## config.mk

```make
export PLATFORM = sky130hd
export DESIGN_NAME = spi_master_ctrl
export DESIGN_NICKNAME = d
export VERILOG_FILES = /design/src/rtl/spi_master_ctrl.sv
export SDC_FILE = /design/constraint.sdc
export NUM_CORES = 1
export LEC_CHECK = 0
export CAP_MARGIN = 20
export CORE_MARGIN = 2
export CORE_UTILIZATION = 51
export CTS_BUF_LIST = sky130_fd_sc_hd__clkbuf_8 sky130_fd_sc_hd__clkbuf_16
export DETAILED_ROUTE_END_ITERATION = 6
export PLACE_DENSITY = 0.84
export SLEW_MARGIN = 0
export SYNTH_ARGS = -nofsm -noshare
export SYNTH_HDL_FRONTEND = slang
export SYNTH_SLANG_ARGS = --single-unit
```

## constraint.sdc

```tcl
create_clock -name clk -period 2.6 [get_ports clk]
set_input_delay 0.65 -clock clk [delete_from_list [all_inputs] [get_ports clk]]
set_output_delay 0.65 -clock clk [all_outputs]
set_load 0.01 [all_outputs]
```

## src/rtl/spi_master_ctrl.sv

```systemverilog
// spi_master_ctrl -- SPI mode-0 master that sends a 24-bit command header
// {status[3:0], addr[19:0]}, then writes or reads one word or a burst of
// 16-bit words.
//
// Parameters
//   CLK_DIV  : SCLK half-period in clk cycles (>= 1)
//   READ_GAP : clk cycles of idle SCLK inserted before every read word (>= 1)
//   CS_IDLE  : minimum clk cycles cs_n stays high between frames
//
// Ports
//   clk, reset            : single rising-edge clock, synchronous active-high reset
//   start                 : command request, sampled only while idle
//   cmd_status[3:0]       : bit2 write/read, bit1 burst/single, bit0 icn/rm, bit3 reserved
//   cmd_addr[19:0]        : target address
//   burst_len[7:0]        : burst word count minus one (burst commands only)
//   wr_data/wr_valid      : write word offered by the host
//   wr_ready              : one-cycle pulse when the offered write word is taken
//   rd_data/rd_valid      : received read word and its one-cycle qualifier
//   busy, done, cmd_err   : frame in progress, frame-finished pulse, bad-command pulse
//   sclk, mosi, cs_n, miso: SPI bus (mode 0)
module spi_master_ctrl #(
    parameter int CLK_DIV  = 2,
    parameter int READ_GAP = 16,
    parameter int CS_IDLE  = 2
) (
    input  logic        clk,
    input  logic        reset,
    input  logic        start,
    input  logic [3:0]  cmd_status,
    input  logic [19:0] cmd_addr,
    input  logic [7:0]  burst_len,
    input  logic [15:0] wr_data,
    input  logic        wr_valid,
    output logic        wr_ready,
    output logic [15:0] rd_data,
    output logic        rd_valid,
    output logic        busy,
    output logic        done,
    output logic        cmd_err,
    output logic        sclk,
    output logic        mosi,
    output logic        cs_n,
    input  logic        miso
);

    typedef enum logic [2:0] {
        IDLE, CS_SETUP, HEADER, WR_WAIT, WR_SHIFT, RD_GAP, RD_SHIFT, CS_HOLD
    } state_t;

    localparam int CNT_W = 16;
    localparam logic [CNT_W-1:0] SETUP_LAST = CNT_W'(CLK_DIV - 1);
    localparam logic [CNT_W-1:0] HALF       = CNT_W'(CLK_DIV);          // first SCLK-high cycle
    localparam logic [CNT_W-1:0] BIT_LAST   = CNT_W'(2 * CLK_DIV - 1);  // last cycle of a bit
    localparam logic [CNT_W-1:0] GAP_LAST   = CNT_W'(READ_GAP - 1);
    localparam logic [CNT_W-1:0] HOLD_LAST  = CNT_W'(CLK_DIV + CS_IDLE - 1);

    state_t             state_q, state_d;
    logic [CNT_W-1:0]   cnt_q, cnt_d;        // clk cycles within the current bit or phase
    logic [4:0]         bit_q, bit_d;        // bit index within header or word
    logic [8:0]         words_q, words_d;    // words left; 9 bits so 256 does not wrap
    logic [23:0]        shift_q, shift_d;    // outgoing bits, MSB is on mosi
    logic [15:0]        rx_q, rx_d;
    logic               is_write_q, is_write_d;
    logic [15:0]        rd_data_q, rd_data_d;
    logic               rd_valid_q, rd_valid_d;
    logic               done_q, done_d;
    logic               cmd_err_q, cmd_err_d;

    logic bit_end;
    logic at_rise;
    logic shifting;

    assign bit_end  = (cnt_q == BIT_LAST);
    assign at_rise  = (cnt_q == HALF);
    assign shifting = (state_q == HEADER) || (state_q == WR_SHIFT) || (state_q == RD_SHIFT);

    // State register. Reset returns to IDLE on the next edge, which raises
    // cs_n immediately and drops any pending done/rd_valid of an aborted frame.
    // NOTE: sequential state uses non-blocking assignments only.
    always_ff @(posedge clk) begin
        if (reset) begin
            state_q    <= IDLE;
            cnt_q      <= '0;
            bit_q      <= '0;
            words_q    <= '0;
            shift_q    <= '0;
            rx_q       <= '0;
            is_write_q <= 1'b0;
            rd_data_q  <= '0;
            rd_valid_q <= 1'b0;
            done_q     <= 1'b0;
            cmd_err_q  <= 1'b0;
        end else begin
            state_q    <= state_d;
            cnt_q      <= cnt_d;
            bit_q      <= bit_d;
            words_q    <= words_d;
            shift_q    <= shift_d;
            rx_q       <= rx_d;
            is_write_q <= is_write_d;
            rd_data_q  <= rd_data_d;
            rd_valid_q <= rd_valid_d;
            done_q     <= done_d;
            cmd_err_q  <= cmd_err_d;
        end
    end

    // Next-state and datapath logic.
    always_comb begin
        // NOTE: every _d is defaulted first so no path can infer a latch.
        state_d    = state_q;
        cnt_d      = cnt_q;
        bit_d      = bit_q;
        words_d    = words_q;
        shift_d    = shift_q;
        rx_d       = rx_q;
        is_write_d = is_write_q;
        rd_data_d  = rd_data_q;
        rd_valid_d = 1'b0;
        done_d     = 1'b0;
        cmd_err_d  = 1'b0;

        // One bit = CLK_DIV cycles low then CLK_DIV cycles high.
        if (shifting) begin
            cnt_d = bit_end ? '0 : cnt_q + 16'd1;
        end

        unique case (state_q)
            IDLE: begin
                cnt_d = '0;
                bit_d = '0;
                if (start) begin
                    if (cmd_status[3]) begin
                        cmd_err_d = 1'b1;
                    end else begin
                        state_d    = CS_SETUP;
                        shift_d    = {cmd_status, cmd_addr};
                        is_write_d = cmd_status[2];
                        words_d    = cmd_status[1] ? {1'b0, burst_len} + 9'd1 : 9'd1;
                    end
                end
            end
            CS_SETUP: begin
                if (cnt_q == SETUP_LAST) begin
                    cnt_d   = '0;
                    state_d = HEADER;
                end else begin
                    cnt_d = cnt_q + 16'd1;
                end
            end
            HEADER: begin
                if (bit_end) begin
                    shift_d = {shift_q[22:0], 1'b0};
                    bit_d   = bit_q + 5'd1;
                    if (bit_q == 5'd23) begin
                        bit_d   = '0;
                        state_d = is_write_q ? WR_WAIT : RD_GAP;
                    end
                end
            end
            WR_WAIT: begin
                cnt_d = '0;
                if (wr_valid) begin
                    shift_d = {wr_data, 8'h00};
                    bit_d   = '0;
                    state_d = WR_SHIFT;
                end
            end
            WR_SHIFT: begin
                if (bit_end) begin
                    shift_d = {shift_q[22:0], 1'b0};
                    bit_d   = bit_q + 5'd1;
                    if (bit_q == 5'd15) begin
                        bit_d   = '0;
                        words_d = words_q - 9'd1;
                        state_d = (words_q == 9'd1) ? CS_HOLD : WR_WAIT;
                    end
                end
            end
            RD_GAP: begin
                if (cnt_q == GAP_LAST) begin
                    cnt_d   = '0;
                    bit_d   = '0;
                    state_d = RD_SHIFT;
                end else begin
                    cnt_d = cnt_q + 16'd1;
                end
            end
            RD_SHIFT: begin
                // miso is taken on the cycle SCLK first goes high; the word is
                // published the cycle after its 16th rising edge.
                if (at_rise) begin
                    rx_d = {rx_q[14:0], miso};
                    if (bit_q == 5'd15) begin
                        rd_data_d  = {rx_q[14:0], miso};
                        rd_valid_d = 1'b1;
                    end
                end
                if (bit_end) begin
                    bit_d = bit_q + 5'd1;
                    if (bit_q == 5'd15) begin
                        bit_d   = '0;
                        words_d = words_q - 9'd1;
                        state_d = (words_q == 9'd1) ? CS_HOLD : RD_GAP;
                    end
                end
            end
            CS_HOLD: begin
                // First CLK_DIV cycles keep cs_n low, then CS_IDLE cycles high.
                if (cnt_q == HOLD_LAST) begin
                    cnt_d   = '0;
                    done_d  = 1'b1;
                    state_d = IDLE;
                end else begin
                    cnt_d = cnt_q + 16'd1;
                end
            end
            default: state_d = IDLE;
        endcase
    end

    // Output decode.
    always_comb begin
        sclk     = shifting && (cnt_q >= HALF);
        mosi     = ((state_q == CS_SETUP) || (state_q == HEADER) || (state_q == WR_SHIFT))
                   ? shift_q[23] : 1'b0;
        cs_n     = (state_q == IDLE) || ((state_q == CS_HOLD) && (cnt_q >= HALF));
        busy     = (state_q != IDLE);
        wr_ready = (state_q == WR_WAIT) && wr_valid;
        rd_data  = rd_data_q;
        rd_valid = rd_valid_q;
        done     = done_q;
        cmd_err  = cmd_err_q;
    end

endmodule
```

==> results of run 1 <==
how the worst max path moves through the flow:
stage                     cells after the start  endpoint
final                                         4  wr_ready
after CTS                                     4      mosi
after floorplan                               6      mosi
after global routing                          4  wr_ready
after detailed placement                      5      cs_n
after global placement                        5      cs_n
what timing repair did:
| action | CTS | global route |
|---|---|---|
| pin swaps | 0 | 3 |
| endpoints found under the setup margin | 3 | 6 |
| buffers inserted | 0 | 2 |
| hold endpoints to repair | 0 | 0 |
| resized for setup | 5 | 9 |
power by group:
group	total, mW	internal (mW)	leakage [nW]	switching (mW)
registers	1.72	1.57	0.749	0.156
clock network	1.01	0.483	0.111	0.525
logic	1.94	0.805	1.18	1.14
total	4.68	2.86	2.04	1.82
synthesized netlist by cell type, drive strengths merged (6+ instances only):
cell type	n
nand4	7
a211oi	24
nand3	21
buf	14
nor2b	6
inv	16
xnor2	6
and4	6
nor3	11
a22o	16
dfxtp	92
nor3b	9
nand2	86
xor2	12
ha	9
a21oi	74
clkbuf	21
nor4	8
o21ai	21
nor2	63
area by class of cell:
cell class | instances | area [um2] | share of cell area (%)
Sequential cell | 92 | 1849 | 32.12
Clock inverter | 6 | 71.32 | 1.239
Tap cell | 108 | 135.1 | 2.347
Timing Repair Buffer | 101 | 962.2 | 16.71
Clock buffer | 10 | 137.6 | 2.390
Inverter | 16 | 60.06 | 1.043
Multi-Input combinational cell | 424 | 2542 | 44.15
layout by cell type, fill, tap and decap left out, types with 5 or more instances in the layout:
master / instances
nor4_1: 5
and4_1: 6
nor2b_1: 6
nand4_1: 7
dfxtp_1: 86
nand2_1: 86
ha_1: 9
nand3_1: 21
a211oi_2: 10
xnor2_1: 6
a211oi_1: 14
dfxtp_2: 6
xor2_1: 12
a21oi_1: 74
clkbuf_8: 10
clkdlybuf4s50_1: 73
nor2_1: 63
buf_4: 23
a22o_1: 16
nor3b_1: 9
o21ai_0: 18
nor3_1: 9
inv_1: 17
cells by family (layout without fill, tap and decap cells):
logic type | Yosys count | in the layout | synth area share (%)
and+or+nand+nor | 234 | 234 | 25.28
xor gates and xnor gates | 18 | 18 | 3.451
DFF | 92 | 92 | 40.32
muxes | 4 | 4 | 0.9312
AOI/OAI and AO/OA | 158 | 158 | 22.68
buffers and inverters | 51 | 133 | 4.656
adders and majority gates | 10 | 10 | 2.684
sequential cells by signal (all words and copies together), names as in the netlist:
register / cells
bit_q: 5
cmd_err: 1
cnt_q: 16
done: 1
is_write_q: 1
rd_data: 16
rd_valid: 1
rx_q: 15
shift_q: 24
state_q: 3
words_q: 9
worst max-delay path, stage by stage (launching register included):
cell,delay (ns)
dfxtp_2,0.44
buf_4,0.18
and3b_1,0.21
and2_1,0.13
clkdlybuf4s50_1,0.52
metal layers:
metal	track usage [%]	vias up	share of wire [%]
li1	-	2171	-
met1	28.93	2023	45
met2	38.41	101	49
met3	4.326	16	4.5
met4	7.482	0	1.6
met5	0	-	0
==> results.md, run 1 <==
* Worst r2r src: cnt_q[7]
* CP startpoint: state_q[1]
* Worst R2R Path Depth at 7
* Filler Cell Count at about 700
* DP Area at around 0.0055 mm2
* H-Tree Level Count at 3
* Post-synthesis net count at approximately 630
* CTS buffer count at 9
* Die Y at ~99 um
* CTS tree: built
* Type of the most critical hold path: reg2reg
* Final wirelength at 10,780 um
* Synth unique cells at 55
* Clock Tree Buf Depth at 2
* FF-to-FF End: state_q[0]
* Initial antenna violation count at 0
* Setup TNS at 0 ns
* Min Clock Period, post-route at approximately 2.5 ns
* WP data required at slightly below 2 ns
* Final setup fails at 0
* Clk sinks at 92
* Cells after Synth at about 570
* I/O pin count at 77
* Avg WL per Cell at 14.24 um
* DR pass1 iterations at 4
* Skew-Pair Late Insertion Delay at approximately 0.36 ns
* DR vias at roughly 4,300
* Post-synth EDFFs at 0
* Hold Slack at 0.4570 ns
* Sequential-to-total area share from yosys stat at 40.32%
* Async SR Flop Fraction at 0%
* Gpl congestion at about 0.85
* Synth Area per Inst at about 8.1 um2
* F_max at ~400 MHz
* Pin slew with the least headroom to its limit at 0.6251 ns
* Area fraction of the dominant cell type after synthesis at around 40%
* Detailed-route vias per instance at approximately 5.7
* R2R setup slack at 0.36 ns
* Die extent in x at roughly 99 um
* N_diodes at 0
* Max Cap Viol at 0
* Pwr Total at 4.677 mW
* Final nets at about 700
* Top post-synthesis cells by area: dfxtp_1, a21oi_1, nand2_1
* RSZ-0062 raised after global routing: false
* DP Wirelength at 7582 um
* Port bufs at 76
* Post-layout util at between 60% and 70%
* Finished Cell Area at ~0.0058 mm2
* Hold Startpoint: rd_data[12]
* Synth Register Bits at 92
* Core region area at just under 0.009 mm2
* Clock transition at the registers of the reported paths at ~0.090 ns
* Rel. slew slack at around three fifths
* Fin crit share at 95.91%
* GRT Overall Usage at a little under a quarter
* Placed cells at 739
* CP arrival at around 1.8 ns
* Pre-CTS setup slack at 0.1149 ns
* Warnings, synthesis at 0
* Critical path type: reg2out
* Synth area leader: dfxtp_1
* Vias in the first global route at roughly 4,200
* Remaining global-route overflow at 0
* Layout cells sized above 1 at a little over a tenth
* Top_reg_cell synth: dfxtp_1
* Power Dens Cells at between 800 and 900 mW/mm2
* P&R area growth vs syn at 26.05%
* FP Rows at 34
* Worst setup SP type: register
* Crit path max fanout at 9
* Fin worst setup slack at between 0.1 and 0.15 ns
* ANT nets after route at 0
* Clock root cell: clkbuf_8
* Status: finished clean
* Final Hold Fails at 0
* Hold buffer count at CTS at 0
* Maximum vdd drop at 0.3879 mV
* Worst setup EP type: output port
* DRC at 0
* Largest net degree at the start of global routing at 48
* Layout Skew at about 0.0091 ns
* Non-Filler Instances at between 700 and 800
* Pins Over Slew Limit at 0
* Drt first-iter violations at approximately 220
* First-pass GRT wire length at 18,530 um
* Initial Utilization at between 50% and 60%
* Hold Path End: rd_data[12]
* Static Leak at between 2 and 2.5 nW
* Die Area at about 0.01 mm2
* Hold Path Depth at 2
* Mapped cell area at 0.004568 mm2
No activity file was read; power rests on OpenSTA's default activity.
==> run 2: changes to the inputs <==
- CORE_MARGIN: 2 -> unset
- clock period: 2.6 -> 2.9 ns (I/O delays scaled with it)
==> run 2 against run 1 <==
Net effect:
- largest cell class unchanged
- clock power shrank 9%
- clock-buffer cell count is the same
- utilization shrank 0.57 points
- global-route usage grew 0.68 points
- largest power group unchanged
- critical path type unchanged
==> results.md, run 2 (synthesis gave the netlist of run 1 again) <==
* FP Rows at 34 (unchanged)
* Largest net degree at the start of global routing at 39 (was 48)
* CTS buffer count at 9 (unchanged)
* Fin crit share at a little over nine tenths
* Status: finished clean (unchanged)
* Crit path cell chain: or2_2, nand4b_2, nor3_2, nor3_1, clkdlybuf4s50_1 (was buf_4, and3b_1, and2_1, clkdlybuf4s50_1)
* Filler Cell Count at 705 (was 701)
* Pwr Total at 4.165 mW (was 4.677 mW)
* Static Leak at 1.975 nW (was 2.039 nW)
* Crit path capture: sclk (was wr_ready)
* Critical path's top delay family: simple AND/OR/NAND/NOR gates (was buffers and inverters)
* Clk pwr share at 22.0% (was 21.6%)
* Sw frac at 39.22% (was 38.92%)
* DP Wirelength at 7528 um (was 7582 um)
* First-pass GRT wire length at 18,240 um (was 18,530 um)
* Worst R2R Path Depth at 8 (was 7)
* Delay of the slowest cell on the worst path at 0.60 ns (was 0.52 ns)
* Most common cell after layout, fill and taps aside: dfxtp_1
* Clock root cell: clkbuf_8 (unchanged)
* Initial antenna violation count at 0 (unchanged)
* Type of the most critical hold path: reg2reg (unchanged)
* Combinational power share at 41.9% (was 41.6%)
* Remaining global-route overflow at 0 (unchanged)
* Non-Filler Instances at 747 (was 757)
* CP arrival at 2.06 ns (was 1.84 ns)
* Die Y at 96.64 um (was 98.64 um)
* Initial Utilization at 52.64% (was 52.38%)
* DR vias at 4,262 (was 4,311)
* H-Tree Level Count at 3 (unchanged)
* Finished Cell Area at 0.005680 mm2 (was 0.005758 mm2)
* DP Area at 0.005445 mm2 (was 0.005513 mm2)
* Maximum vdd drop at 0.3254 mV (was 0.3879 mV)
* Layout cells sized above 1 at 8.920% (was 10.94%)
* Biggest register: shift_q (unchanged)
* Final setup fails at 0 (unchanged)
* Min Clock Period, post-route at 2.786 ns
* Power Dens Cells at 733.3 mW/mm2 (was 812.3 mW/mm2)
* Worst r2r src: state_q[1] (was cnt_q[7])
* P&R area growth vs syn at 24.35% (was 26.05%)
* Reg power frac at 36.1% (was 36.9%)
* Pin slew with the least headroom to its limit at 0.6084 ns (was 0.6251 ns)
* Port bufs at 76 (unchanged)
* DR pass1 iterations at 5 (was 4)
* Detailed-route vias per instance at 5.705 (was 5.695)
* Die Area at 0.009339 mm2 (was 0.009730 mm2)
* Clk sinks at 92 (unchanged)
* Most frequent cells in the layout: dfxtp_1, nand2_1, a21oi_1, clkdlybuf4s50_1, nor2_1 (was nand2_1, dfxtp_1, a21oi_1)
* Placed cells at 730 (was 739)
* Avg WL per Cell at 14.13 um (was 14.24 um)
* Hold buffer count at CTS at 0 (unchanged)
* ANT nets after route at 0 (unchanged)
* Drt first-iter violations at 217 (was 216)
* Final wirelength at 10,560 um (was 10,780 um)
* Gpl congestion at 0.9459 (was 0.8545)
* Clock transition at the registers of the reported paths at 0.09 ns (about the same)
* Layout Skew at 0.01042 ns (was 0.009086 ns)
* Max reg flops at 24 (unchanged)
* Max Cap Viol at 0 (unchanged)
* Internal power at 2.532 mW (was 2.857 mW)
* WP data required at 2.17 ns (was 1.95 ns)
* Setup TNS at 0 ns (unchanged)
* Crit path max fanout at 6 (was 9)
* CTS tree: built (unchanged)
* Vias in the first global route at 4,071 (was 4,179)
* Hold Slack at 0.4551 ns (was 0.4570 ns)
* Crit-path slowest cell: clkdlybuf4s50_1 (unchanged)
* Worst Path Buf+Inv at 1 (was 2)
* Core region area at 0.008678 mm2 (was 0.008721 mm2)
* RSZ-0062 raised after global routing: false (unchanged)
* DRC at 0 (unchanged)
* F_max at around 360 MHz
* Critical path type: reg2out (unchanged)
* Rel. slew slack at 59.33% (was 58.23%)
* I/O pin count at 77 (unchanged)
* Pins Over Slew Limit at 0 (unchanged)
* Worst setup EP type: output port (unchanged)
* R2R setup slack at 0.59 ns (was 0.36 ns)
* GRT Overall Usage at 23.26% (was 22.58%)
* FF-to-FF End: shift_q[18] (was state_q[0])
* Net switching power figure at 1.633 mW (was 1.820 mW)
* Final nets at 696 (was 706)
* Final Hold Fails at 0 (unchanged)
* CP startpoint: cnt_q[3] (was state_q[1])
* Critical path depth in cells at 5 (was 4)
* Clock Tree Buf Depth at 2 (unchanged)
* Skew-Pair Late Insertion Delay at 0.37 ns (was 0.36 ns)
* N_diodes at 0 (unchanged)
* Die extent in x at 96.64 um (was 98.64 um)
* Worst setup SP type: register (unchanged)
==> run 2: metrics by stage <==
stage          util, %  worst slack, ns
4_1_cts          65.35          0.08258
3_3_place_gp     62.75           0.2500
6_report         65.46           0.1143
5_1_grt          65.46         0.008915
3_5_place_dp     62.75           0.2261
2_1_floorplan        -           0.7734
==> run 2: layout make-up <==
type / count / area, um2 / area share, %
clock buffers: 10 / 137.6 / 2.423
inverters: 16 / 60.06 / 1.057
well taps: 108 / 135.1 / 2.379
clock inverters: 6 / 80.08 / 1.410
repair buffers: 91 / 892.1 / 15.70
flip-flops and latches: 92 / 1843 / 32.44
multi-input cells: 424 / 2532 / 44.58
==> run 2: power groups by stage <==
| stage | clock [mW] | combinational, mW | sequential [mW] |
|---|---|---|---|
| final | 0.916 | 1.75 | 1.50 |
| after global routing | 0.994 | 1.92 | 1.52 |
| after CTS | 0.936 | 1.74 | 1.50 |
| after detailed placement | 0 | 1.73 | 1.53 |
| after global placement | 0 | 1.66 | 1.52 |
| after floorplan | 0 | 1.27 | 1.50 |
==> run 2: worst min path at each step <==
stage | depth (start not counted) | to | startpoint | slack [ns]
CTS | 2 | rd_data[0] | rd_data[0] | 0.46
global route | 2 | rd_data[12] | rd_data[12] | 0.48
floorplan | 2 | rx_q[14] | rx_q[14] | 0.43
global placement | 2 | rd_data[0] | rd_data[0] | 0.44
detailed placement | 2 | rd_data[0] | rd_data[0] | 0.44
finish | 2 | rd_data[0] | rd_data[0] | 0.46
==> run 2: repair_timing <==
action,4_1_cts,5_1_grt
setup buffers,0,1
endpoints found under the setup margin,1,1
pin swaps,0,1
gates resized for setup,3,1
==> run 2: worst min-delay path, cell delays in order, from the launching register on <==
cell	delay [ns]
dfxtp_1	0.32
nand2_1	0.05
a21oi_1	0.05
==> run 2: layer usage <==
metal | global-route usage [%] | wire [um]
met1 | 29.61 | 4723
met2 | 38.46 | 5047
met3 | 4.552 | 589
met4 | 9.759 | 194
met5 | 0 | 0
